===== config.mk =====
export PLATFORM = sky130hd
export DESIGN_NAME = reg_ul_bank
export DESIGN_NICKNAME = d
export VERILOG_FILES = /design/src/rtl/reg_ul_bank.sv
export SDC_FILE = /design/constraint.sdc
export NUM_CORES = 1
export LEC_CHECK = 0
export CAP_MARGIN = 5
export CELL_PAD_IN_SITES_DETAIL_PLACEMENT = 1
export CELL_PAD_IN_SITES_GLOBAL_PLACEMENT = 2
export CORE_MARGIN = 2
export CORE_UTILIZATION = 48
export CTS_BUF_LIST = sky130_fd_sc_hd__clkbuf_4
export DETAILED_ROUTE_END_ITERATION = 12
export GPL_ROUTABILITY_DRIVEN = 1
export PLACE_DENSITY = 0.91
export SETUP_SLACK_MARGIN = 0.2
export SYNTH_ARGS = -nofsm -noshare
export SYNTH_HDL_FRONTEND = slang
export SYNTH_SLANG_ARGS = --single-unit

===== constraint.sdc =====
create_clock -name clks -period 13.9 [get_ports clks]
set_clock_uncertainty 0.1 [all_clocks]
set_input_delay 1.39 -clock clks [delete_from_list [all_inputs] [get_ports clks]]
set_output_delay 1.39 -clock clks [all_outputs]
set_load 0.005 [all_outputs]

===== src/rtl/reg_ul_bank.sv =====
// reg_ul_bank: user-logic register bank on an MPI-style cpu_wr/cpu_rd bus.
//
// Holds the version words, a scratch register (read back inverted), the
// vLED drive register, control/status, an unmapped-access error counter
// and NUM_CH operand-pair adder channels. A start command runs a small
// IDLE -> CALC -> DONE state machine that sums one channel per cycle.
//
// Ports:
//   clks          clock
//   reset_n       asynchronous active-low reset, clears every flop
//   cpu_wr        write strobe (one cycle per write)
//   cpu_rd        read strobe (one cycle per read)
//   cpu_addr      word address shared by reads and writes
//   cpu_data_in   write data
//   cpu_data_out  registered read data, held until the next read
//   cpu_rd_vld    one-cycle strobe, cpu_data_out valid
//   ul2sh_vled    virtual LED drive
//   calc_done     one-cycle pulse while the state machine is in DONE
//
// Build option:
//   REG_UL_SAT_EN  when defined, channel sums saturate to all-ones on
//                  carry-out and status bit4 reports the capability.
//                  When undefined, sums wrap and status bit4 reads 0.
module reg_ul_bank #(
  parameter int CPU_ADDR_WIDTH = 12,
  parameter int CPU_DATA_WIDTH = 32,
  parameter int NUM_CH         = 4,
  parameter int VLED_WIDTH     = 16,
  parameter logic [CPU_DATA_WIDTH-1:0] VER_TIME = 32'h2018_0301,
  parameter logic [CPU_DATA_WIDTH-1:0] VER_TYPE = 32'h00D1_0007
) (
  input  logic                      clks,
  input  logic                      reset_n,
  input  logic                      cpu_wr,
  input  logic                      cpu_rd,
  input  logic [CPU_ADDR_WIDTH-1:0] cpu_addr,
  input  logic [CPU_DATA_WIDTH-1:0] cpu_data_in,
  output logic [CPU_DATA_WIDTH-1:0] cpu_data_out,
  output logic                      cpu_rd_vld,
  output logic [VLED_WIDTH-1:0]     ul2sh_vled,
  output logic                      calc_done
);

  localparam int AW   = CPU_ADDR_WIDTH;
  localparam int DW   = CPU_DATA_WIDTH;
  localparam int CH_W = (NUM_CH > 1) ? $clog2(NUM_CH) : 1;

  localparam logic [AW-1:0] A_VER_TIME = AW'(0);
  localparam logic [AW-1:0] A_VER_TYPE = AW'(1);
  localparam logic [AW-1:0] A_SCRATCH  = AW'(2);
  localparam logic [AW-1:0] A_VLED     = AW'(3);
  localparam logic [AW-1:0] A_CTRL     = AW'(4);
  localparam logic [AW-1:0] A_STATUS   = AW'(5);
  localparam logic [AW-1:0] A_ERR      = AW'(6);
  localparam logic [AW-1:0] A_CH_BASE  = AW'(16);
  localparam logic [AW-1:0] A_CH_END   = AW'(16 + 4 * NUM_CH);

  localparam logic [1:0] ST_IDLE = 2'd0;
  localparam logic [1:0] ST_CALC = 2'd1;
  localparam logic [1:0] ST_DONE = 2'd2;

`ifdef REG_UL_SAT_EN
  localparam logic SAT_CAP = 1'b1;
`else
  localparam logic SAT_CAP = 1'b0;
`endif

  // Full-width add with the carry kept in the top bit.
  function automatic logic [DW:0] add_carry(input logic [DW-1:0] a,
                                            input logic [DW-1:0] b);
    return {1'b0, a} + {1'b0, b};
  endfunction

  // Saturates to all-ones on carry-out when the capability is built in,
  // otherwise passes the wrapped low bits through.
  function automatic logic [DW-1:0] sat_sum(input logic [DW:0] s);
    return s[DW-1:0] | {DW{s[DW] & SAT_CAP}};
  endfunction

  logic [1:0]            state_q, state_d;
  logic [CH_W-1:0]       idx_q, idx_d;
  logic                  busy_q, busy_d;
  logic                  done_q, done_d;
  logic                  ovf_q, ovf_d;
  logic                  drop_q, drop_d;
  logic [DW-1:0]         scratch_q, scratch_d;
  logic [VLED_WIDTH-1:0] vled_q, vled_d;
  logic [DW-1:0]         err_cnt_q, err_cnt_d;
  logic [DW-1:0]         rd_data_q, rd_data_d;
  logic                  rd_vld_q, rd_vld_d;
  logic [DW-1:0]         op_a_q [NUM_CH];
  logic [DW-1:0]         op_a_d [NUM_CH];
  logic [DW-1:0]         op_b_q [NUM_CH];
  logic [DW-1:0]         op_b_d [NUM_CH];
  logic [DW-1:0]         sum_q  [NUM_CH];
  logic [DW-1:0]         sum_d  [NUM_CH];
  logic [DW-1:0]         ops_q  [NUM_CH];
  logic [DW-1:0]         ops_d  [NUM_CH];

  logic                  ch_hit;
  logic [CH_W-1:0]       ch_sel;
  logic                  start;
  logic                  rd_err;
  logic                  wr_err;
  logic [DW+1:0]         err_next;
  logic [DW:0]           add_res;

  // Channel window is 4-word aligned, so addr[1:0] is the register offset.
  assign ch_hit = (cpu_addr >= A_CH_BASE) && (cpu_addr < A_CH_END);
  assign ch_sel = CH_W'((cpu_addr - A_CH_BASE) >> 2);
  assign add_res = add_carry(op_a_q[idx_q], op_b_q[idx_q]);

  always_comb begin
    state_d   = state_q;
    idx_d     = idx_q;
    busy_d    = busy_q;
    done_d    = done_q;
    ovf_d     = ovf_q;
    drop_d    = drop_q;
    scratch_d = scratch_q;
    vled_d    = vled_q;
    rd_data_d = rd_data_q;
    rd_vld_d  = cpu_rd;
    start     = 1'b0;
    rd_err    = 1'b0;
    wr_err    = 1'b0;
    for (int i = 0; i < NUM_CH; i++) begin
      op_a_d[i] = op_a_q[i];
      op_b_d[i] = op_b_q[i];
      sum_d[i]  = sum_q[i];
      ops_d[i]  = ops_q[i];
    end

    // Read path samples current register state, so a same-cycle write is
    // not visible until the next read.
    if (cpu_rd) begin
      rd_data_d = '0;
      if (ch_hit) begin
        case (cpu_addr[1:0])
          2'd0:    rd_data_d = op_a_q[ch_sel];
          2'd1:    rd_data_d = op_b_q[ch_sel];
          2'd2:    rd_data_d = sum_q[ch_sel];
          default: rd_data_d = ops_q[ch_sel];
        endcase
      end else begin
        case (cpu_addr)
          A_VER_TIME: rd_data_d = VER_TIME;
          A_VER_TYPE: rd_data_d = VER_TYPE;
          A_SCRATCH:  rd_data_d = ~scratch_q;
          A_VLED:     rd_data_d = DW'(vled_q);
          A_CTRL:     rd_data_d = '0;
          A_STATUS:   rd_data_d = DW'({SAT_CAP, drop_q, ovf_q, done_q, busy_q});
          A_ERR:      rd_data_d = err_cnt_q;
          default:    rd_err    = 1'b1;
        endcase
      end
    end

    if (cpu_wr) begin
      if (ch_hit) begin
        case (cpu_addr[1:0])
          2'd0: begin
            if (busy_q) drop_d = 1'b1;
            else        op_a_d[ch_sel] = cpu_data_in;
          end
          2'd1: begin
            if (busy_q) drop_d = 1'b1;
            else        op_b_d[ch_sel] = cpu_data_in;
          end
          default: wr_err = 1'b1;
        endcase
      end else begin
        case (cpu_addr)
          A_SCRATCH: scratch_d = cpu_data_in;
          A_VLED:    vled_d    = cpu_data_in[VLED_WIDTH-1:0];
          A_CTRL: begin
            if (cpu_data_in[0]) begin
              if (busy_q) drop_d = 1'b1;
              else        start  = 1'b1;
            end
          end
          A_STATUS: begin
            if (cpu_data_in[1]) done_d = 1'b0;
            if (cpu_data_in[2]) ovf_d  = 1'b0;
            if (cpu_data_in[3]) drop_d = 1'b0;
          end
          default: wr_err = 1'b1;
        endcase
      end
    end

    // A read and a write can both miss in one cycle; count both, saturating.
    err_next  = (DW+2)'(err_cnt_q) + (DW+2)'(rd_err) + (DW+2)'(wr_err);
    err_cnt_d = (err_next[DW+1:DW] != 2'b00) ? {DW{1'b1}} : err_next[DW-1:0];

    // State machine runs after the bus so its status sets override a
    // coincident W1C.
    case (state_q)
      ST_IDLE: begin
        if (start) begin
          state_d = ST_CALC;
          busy_d  = 1'b1;
          idx_d   = '0;
        end
      end
      ST_CALC: begin
        sum_d[idx_q] = sat_sum(add_res);
        ops_d[idx_q] = ops_q[idx_q] + DW'(1);
        if (add_res[DW]) ovf_d = 1'b1;
        if (idx_q == CH_W'(NUM_CH - 1)) state_d = ST_DONE;
        else                            idx_d   = idx_q + CH_W'(1);
      end
      ST_DONE: begin
        busy_d  = 1'b0;
        done_d  = 1'b1;
        state_d = ST_IDLE;
      end
      default: state_d = ST_IDLE;
    endcase
  end

  always_ff @(posedge clks or negedge reset_n) begin
    if (!reset_n) begin
      state_q   <= ST_IDLE;
      idx_q     <= '0;
      busy_q    <= 1'b0;
      done_q    <= 1'b0;
      ovf_q     <= 1'b0;
      drop_q    <= 1'b0;
      scratch_q <= '0;
      vled_q    <= '0;
      err_cnt_q <= '0;
      rd_data_q <= '0;
      rd_vld_q  <= 1'b0;
      for (int i = 0; i < NUM_CH; i++) begin
        op_a_q[i] <= '0;
        op_b_q[i] <= '0;
        sum_q[i]  <= '0;
        ops_q[i]  <= '0;
      end
    end else begin
      state_q   <= state_d;
      idx_q     <= idx_d;
      busy_q    <= busy_d;
      done_q    <= done_d;
      ovf_q     <= ovf_d;
      drop_q    <= drop_d;
      scratch_q <= scratch_d;
      vled_q    <= vled_d;
      err_cnt_q <= err_cnt_d;
      rd_data_q <= rd_data_d;
      rd_vld_q  <= rd_vld_d;
      for (int i = 0; i < NUM_CH; i++) begin
        op_a_q[i] <= op_a_d[i];
        op_b_q[i] <= op_b_d[i];
        sum_q[i]  <= sum_d[i];
        ops_q[i]  <= ops_d[i];
      end
    end
  end

  assign cpu_data_out = rd_data_q;
  assign cpu_rd_vld   = rd_vld_q;
  assign ul2sh_vled   = vled_q;
  assign calc_done    = (state_q == ST_DONE);

endmodule

==> summary.txt <==
outcome - completed
ys async rst share - 100%
register area share after synthesis - 47.7%
Achievable Freq - 160 MHz
final net count - 2,920
clock buffer count from CTS - 166
# port buffers - 97
synthesized area - 0.0332 sq mm
final antenna-violating net count - 0
# DRC - 0
worst path arrival time - 6.98 ns
CP max FO - 44
gr usage total - 29.5%
worst relative slew slack - 14.4%
CP max stage delay - 0.91 ns
count of different cell masters after synthesis - 65
ys flop type - dfrtp_1
Net Count, Synth - 2,834
Initial Utilization - 48.5%
Pre-antenna DRT Iters - 6
cell taking the most area after synthesis - dfrtp_1
Max Cap Viol - 0
final HPWL from detailed placement - 66.6 mm
PwrDens - 102 mW/mm^2
final worst path period share - 44.9%
Crit path depth - 10
Tightest Pin Transition - 1.28 ns
Hold Fails Final Rpt - 0
worst-skew pair later-pin latency - 1.05 ns
Post-Route WL - 102 mm
CTS Hold Buffers Added - 0
FILL cells - 6,946
Vert. Die Dim - 267 um
CTS tree - done
Setup TNS - 0 ns
initial antenna violation count - 6
largest net degree at the start of global routing - 189
Initial DRC Count - 2,140
Lkg Pwr - 16.6 nW
crit path max-delay cell type - buf_4
post_cts resized - 0
ratio of cells with drive above 1 in the final layout - 30.0%
Buf/Inv on CP - 2
Vias/cell - 6.47
Clock Tree Root - clkbuf_4
# rows - 96
register bit total from synthesis - 633
R2R Setup Slk - 7.66 ns
Horiz. Die Dim - 267 um
nature of the critical path endpoint - flop
most common cell in the netlist - dfrtp_1
RR Startpoint - idx_q[0]
total core area - 0.0685 sq mm
HP Class - in2async
via count - 24,800
Setup-failing EPs final - 0
htree depth - 4
grt ovf - 0
Pins Over Slew Limit - 0
Final Critical Period - 6.24 ns
Critical Path RT - 14.64 ns
Top delay family on crit path - compound AO/OA/AOI/OAI gates
wire per inst - 26.7 um
Peak VDD IR - 71.1 uV
top cells by area, synth - dfrtp_1 (48%), mux4_2 (17%), mux2_2 (10%), nand2_1 (4.2%), o21ai_0 (3.7%)
top cells by count, synth - dfrtp_1 (633), nand2_1 (368), mux2_2 (303)
worst-path cell chain - buf_4 -> buf_4 -> mux4_2 -> ha_1 -> a21oi_1 -> o21ai_0 -> a21o_1 -> a31oi_1 -> xor2_1 -> o21ai_0
# IOs - 98
clock-pin slew on the worst setup and hold paths - 0.06 ns
R2R cell count - 10
Syn. warnings - 0
# Post-CTS Setup Buffers - 0
final core occ - 53.9%
Post-synth EDFFs - 0
Final GP Congestion - 0.899
CP Class - reg2reg
full die area - 0.0712 sq mm
Cells after Synth - 2,746
deepest clock path buffer count - 3
Setup crit start kind - flop
area delta synth->final - 11.2%
vias in the first global route - 26,500
FF-to-FF End - sum_q[85]
Yosys top cell area share - 47.7%
RSZ-0062 raised after global routing - no
Avg Cell Area, Syn - 12.1 sq um
clk sinks - 633
first-pass GRT wire length - 159 mm
==> area by class of cell <==
cell class | instances | area (sq um) | area share (%)
flip-flops and latches | 633 | 15800 | 43.0
repair buffers | 133 | 1270 | 3.44
diodes | 8 | 20.0 | 0.0543
multi-input cells | 1864 | 16400 | 44.6
well taps | 882 | 1100 | 2.99
clock buffers | 248 | 1860 | 5.05
inverters | 34 | 128 | 0.346
clock inverters | 31 | 221 | 0.600
==> report_power, final <==
group | leakage [nW] | switching, mW | internal [mW]
Combinational | 6.55 | 0.122 | 0.0701
Sequential | 8.75 | 0.0236 | 1.86
Clock | 1.25 | 0.790 | 0.880
Total | 16.6 | 0.935 | 2.81
==> registers in the layout, indices dropped and copies added (netlist names) <==
register / flops
drop_q: 1
busy_q: 1
op_b_q: 128
scratch_q: 32
state_q: 2
err_cnt_q: 32
ops_q: 128
ul2sh_vled: 16
op_a_q: 128
idx_q: 2
ovf_q: 1
sum_q: 128
cpu_data_out: 32
cpu_rd_vld: 1
done_q: 1
==> through the flow <==
step                      instances  area (sq um)  setup WS [ns]  power (mW)  hold slack (ns)
after floorplan                2746         33200           8.63        2.00            0.340
after global placement         3546         34800           7.72        2.11            0.353
after detailed placement       3546         34800           7.62        2.12            0.364
after CTS                      3825         36900           7.64        3.79            0.248
after global routing           3826         36900           7.18        3.90            0.276
final                          3833         36900           7.66        3.75            0.264
==> placed cells by master (no fill, tap or decap), types with 9 or more instances in the layout <==
| cell | Yosys | final |
|---|---|---|
| dfrtp_1 | 633 | 631 |
| nand2_1 | 368 | 364 |
| mux2_2 | 303 | 303 |
| mux4_2 | 256 | 256 |
| clkbuf_4 | 0 | 248 |
| o21ai_0 | 246 | 246 |
| nor2_1 | 110 | 104 |
| a21oi_1 | 100 | 100 |
| clkdlybuf4s50_1 | 0 | 92 |
| nand3_1 | 71 | 71 |
| xor2_1 | 41 | 41 |
| nor3_1 | 40 | 38 |
| ha_1 | 38 | 38 |
| nand4_1 | 36 | 36 |
| buf_4 | 3 | 34 |
| inv_1 | 33 | 32 |
| xnor2_1 | 32 | 32 |
| clkinv_1 | 1 | 23 |
| a31oi_1 | 18 | 18 |
| a221oi_1 | 17 | 17 |
| and2_1 | 14 | 14 |
| a21o_1 | 14 | 14 |
| or3_1 | 12 | 12 |
| nand4b_1 | 12 | 12 |
| and3_1 | 11 | 11 |
| a222oi_1 | 11 | 11 |
| and4_1 | 9 | 9 |
| o21a_1 | 9 | 9 |
==> per-layer routing <==
| layer | part of all wire [%] | GRT usage (%) | up-vias |
|---|---|---|---|
| li1 | - | - | 10400 |
| met1 | 41 | 39.9 | 13100 |
| met2 | 49 | 47.3 | 997 |
| met4 | 2.8 | 9.82 | 4 |
| met5 | 0.035 | 0 | - |
| met3 | 7.1 | 6.75 | 223 |
==> worst register-to-register path, stage by stage (launching register included) <==
cell and delay, ns:
dfrtp_4 0.90, buf_4 0.91, buf_4 0.60, mux4_2 0.59, ha_1 0.40, a21oi_1 0.84
o21ai_0 0.31, a21o_1 0.22, a31oi_1 0.67, xor2_1 0.36, o21ai_0 0.17
==> worst max-delay path by stage <==
stage                      startpoint       endpoint  slack (ns)
after floorplan           cpu_addr[2]  err_cnt_q[28]        8.63
after CTS                    idx_q[0]      sum_q[85]        7.64
after global routing         idx_q[0]      sum_q[85]        7.18
after detailed placement  cpu_addr[6]   err_cnt_q[6]        7.62
final                        idx_q[0]      sum_q[85]        7.66
after global placement    cpu_addr[6]   err_cnt_q[3]        7.72
==> cell families after synthesis <==
group	after synthesis	synth area share, %
and+or+nand+nor	724	9.91
DFF	633	47.7
muxes	564	27.8
AOI/OAI and AO/OA	463	8.04
buffers and inverters	249	3.02
xor gates and xnor gates	73	1.93
adders and majority gates	40	1.55
Note: power is estimated with default switching activity, not from simulation.
==> edit (same flow settings) <==
Put one more register stage on the output `ul2sh_vled`, cleared by the reset. The value now appears one clock later. The other outputs are not delayed to match.
--- a/src/rtl/reg_ul_bank.sv
+++ b/src/rtl/reg_ul_bank.sv
@@ -261,7 +261,13 @@
 
   assign cpu_data_out = rd_data_q;
   assign cpu_rd_vld   = rd_vld_q;
-  assign ul2sh_vled   = vled_q;
+  always_ff @(posedge clks or negedge reset_n) begin
+    if (!reset_n) begin
+      ul2sh_vled <= '0;
+    end else begin
+      ul2sh_vled <= vled_q;
+    end
+  end
   assign calc_done    = (state_q == ST_DONE);
 
 endmodule
Function: not settled (the Yosys comparison gave no result); the edit may change what the design does.
==> edit against the unedited design <==
Setup slack better by 0.50 ns; sequential cell count increased by 16; synthesized area grew 1.2%; combinational power increased by 18%; sequential share of layout area grew 0.47 points; routed wire length rose by 1.8%; power grew 4.8%; design area is 1.4% higher; hold slack better by 0.041 ns.
==> edit: results (changes against the unedited design) <==
metric	value	unit	change
status	complete, no violations		
CP delay by family, top	compound AO/OA/AOI/OAI gates		
crit-path max cell delay	0.84	ns	-0.07 ns
Max-slew headroom	18.52	%	+4.1 points
placed cells	3573		+0.76%
via count	24592		-0.81%
met2 wire length	49930	um	+0.58%
largest net degree at the start of global routing	161		-15%
Synth top cells by count	dfrtp_1 (649), nand2_1 (385), mux2_2 (305)		
initial antenna violation count	10		+4
WL met1	41630	um	-1.8%
Peak VDD IR	74.24	uV	+4.5%
total CTS buffers	171		+3.0%
Critical Path AT	6.49	ns	-0.49 ns
DRT Pass-1 Iters	5		-1
detailed-route wire length	104000	um	+1.8%
first-pass GRT wire length	160000	um	+0.48%
Worst Hold Class	flop to flop		
IO buf count	97		unchanged
worst-path maximum fanout	45		+2.3%
path depth of the worst reg2reg path	12		+2
met2 Usage GRT	47.14	%	-0.15 points
Final Net Count	2903		-0.58%
DP Area	35180	um2	+1.1%
Met3 Routed Length	8647	um	+19%
ratio of cells with drive above 1 in the final layout	30.44	%	+0.43 points
dominant cells by area after synthesis	dfrtp_1 (48%), mux4_2 (16%), mux2_2 (10%), nand2_1 (4.3%), o21ai_0 (3.5%)		
clk_lat worst skew	1.03	ns	-0.02 ns
DP Worst Slack	7.517	ns	-0.1080 ns
vias in the first global route	26786		+1.1%
initial DRC count	2077		-2.9%
mean post-synth cell area	12.37	um2	+2.4%
post-detail-place hpwl	66750	um	+0.20%
Gates resized, CTS repair	0		unchanged
met1 usage	37.53	%	-2.3 points
Via density	6.358		-1.7%
Synth Net Count	2803		-1.1%
Critical-path top delay cell	buf_4		
GPL Wtd Cong	0.9260		+3.0%
sequential area share after synthesis	48.36	%	+0.62 points
met3 Resource Use GR	8.977	%	+2.2 points
LEAKAGE	16.83	nW	+1.7%
GRT Total Usage	29.60	%	+0.095 points
Internal	2.944	mW	+4.6%
Distinct cells, synth	74		+14%
-- edit: cell count changes in the layout (fill, tap and decap cells not counted), moves of 16 or more --
| cell | unedited run | this run |
|---|---|---|
| a21oi_1 | 100 | 68 |
| nor3_1 | 38 | 16 |
| o21ai_1 | 3 | 21 |
| nand2_1 | 364 | 381 |
| dfrtp_1 | 631 | 647 |
| mux4_1 | 0 | 16 |
| mux4_2 | 256 | 240 |
| nand3_1 | 71 | 55 |
-- edit: final cells by class --
class                           instances  area (um2)
Antenna cell                            3       7.507
Clock buffer                          257        1929
Clock inverter                         35       299.0
Fill cell                            7121       31530
Inverter                               26       97.59
Multi-Input combinational cell       1835       16430
Sequential cell                       649       16250
Tap cell                              931        1165
Timing Repair Buffer                  132        1242
-- edit: cells by family (layout without fill, tap and decap cells) --
family	Yosys count	after routing	synth area share, %
AOI/OAI and AO/OA	460	460	8.070
xor gates and xnor gates	76	76	1.982
adders and majority gates	40	40	1.535
buffers and inverters	231	450	3.007
DFF	649	649	48.36
muxes	568	568	27.79
other	0	3	0
and+or+nand+nor	691	691	9.262
-- edit: path summary, 6_finish.rpt --
path / startpoint / to / slack (ns)
max in group asynchronous: reset_n / op_a_q[101] / 10.84
min in group asynchronous: reset_n / op_a_q[60] / 0.39
min: vled_q[3] / ul2sh_vled[3] / 0.30
min reg2reg: vled_q[3] / ul2sh_vled[3] / 0.30
max reg2reg: idx_q[0] / sum_q[94] / 8.16
max: idx_q[0] / sum_q[94] / 8.16
-- edit: power groups by stage --
stage          Combinational (mW)  Clock, mW  Sequential (mW)
6_report                    0.227       1.76             1.94
3_5_place_dp                0.228          0             1.97
4_1_cts                     0.230       1.80             1.94
2_1_floorplan               0.123          0             1.96
5_1_grt                     0.247       1.90             1.94
3_3_place_gp                0.222          0             1.97
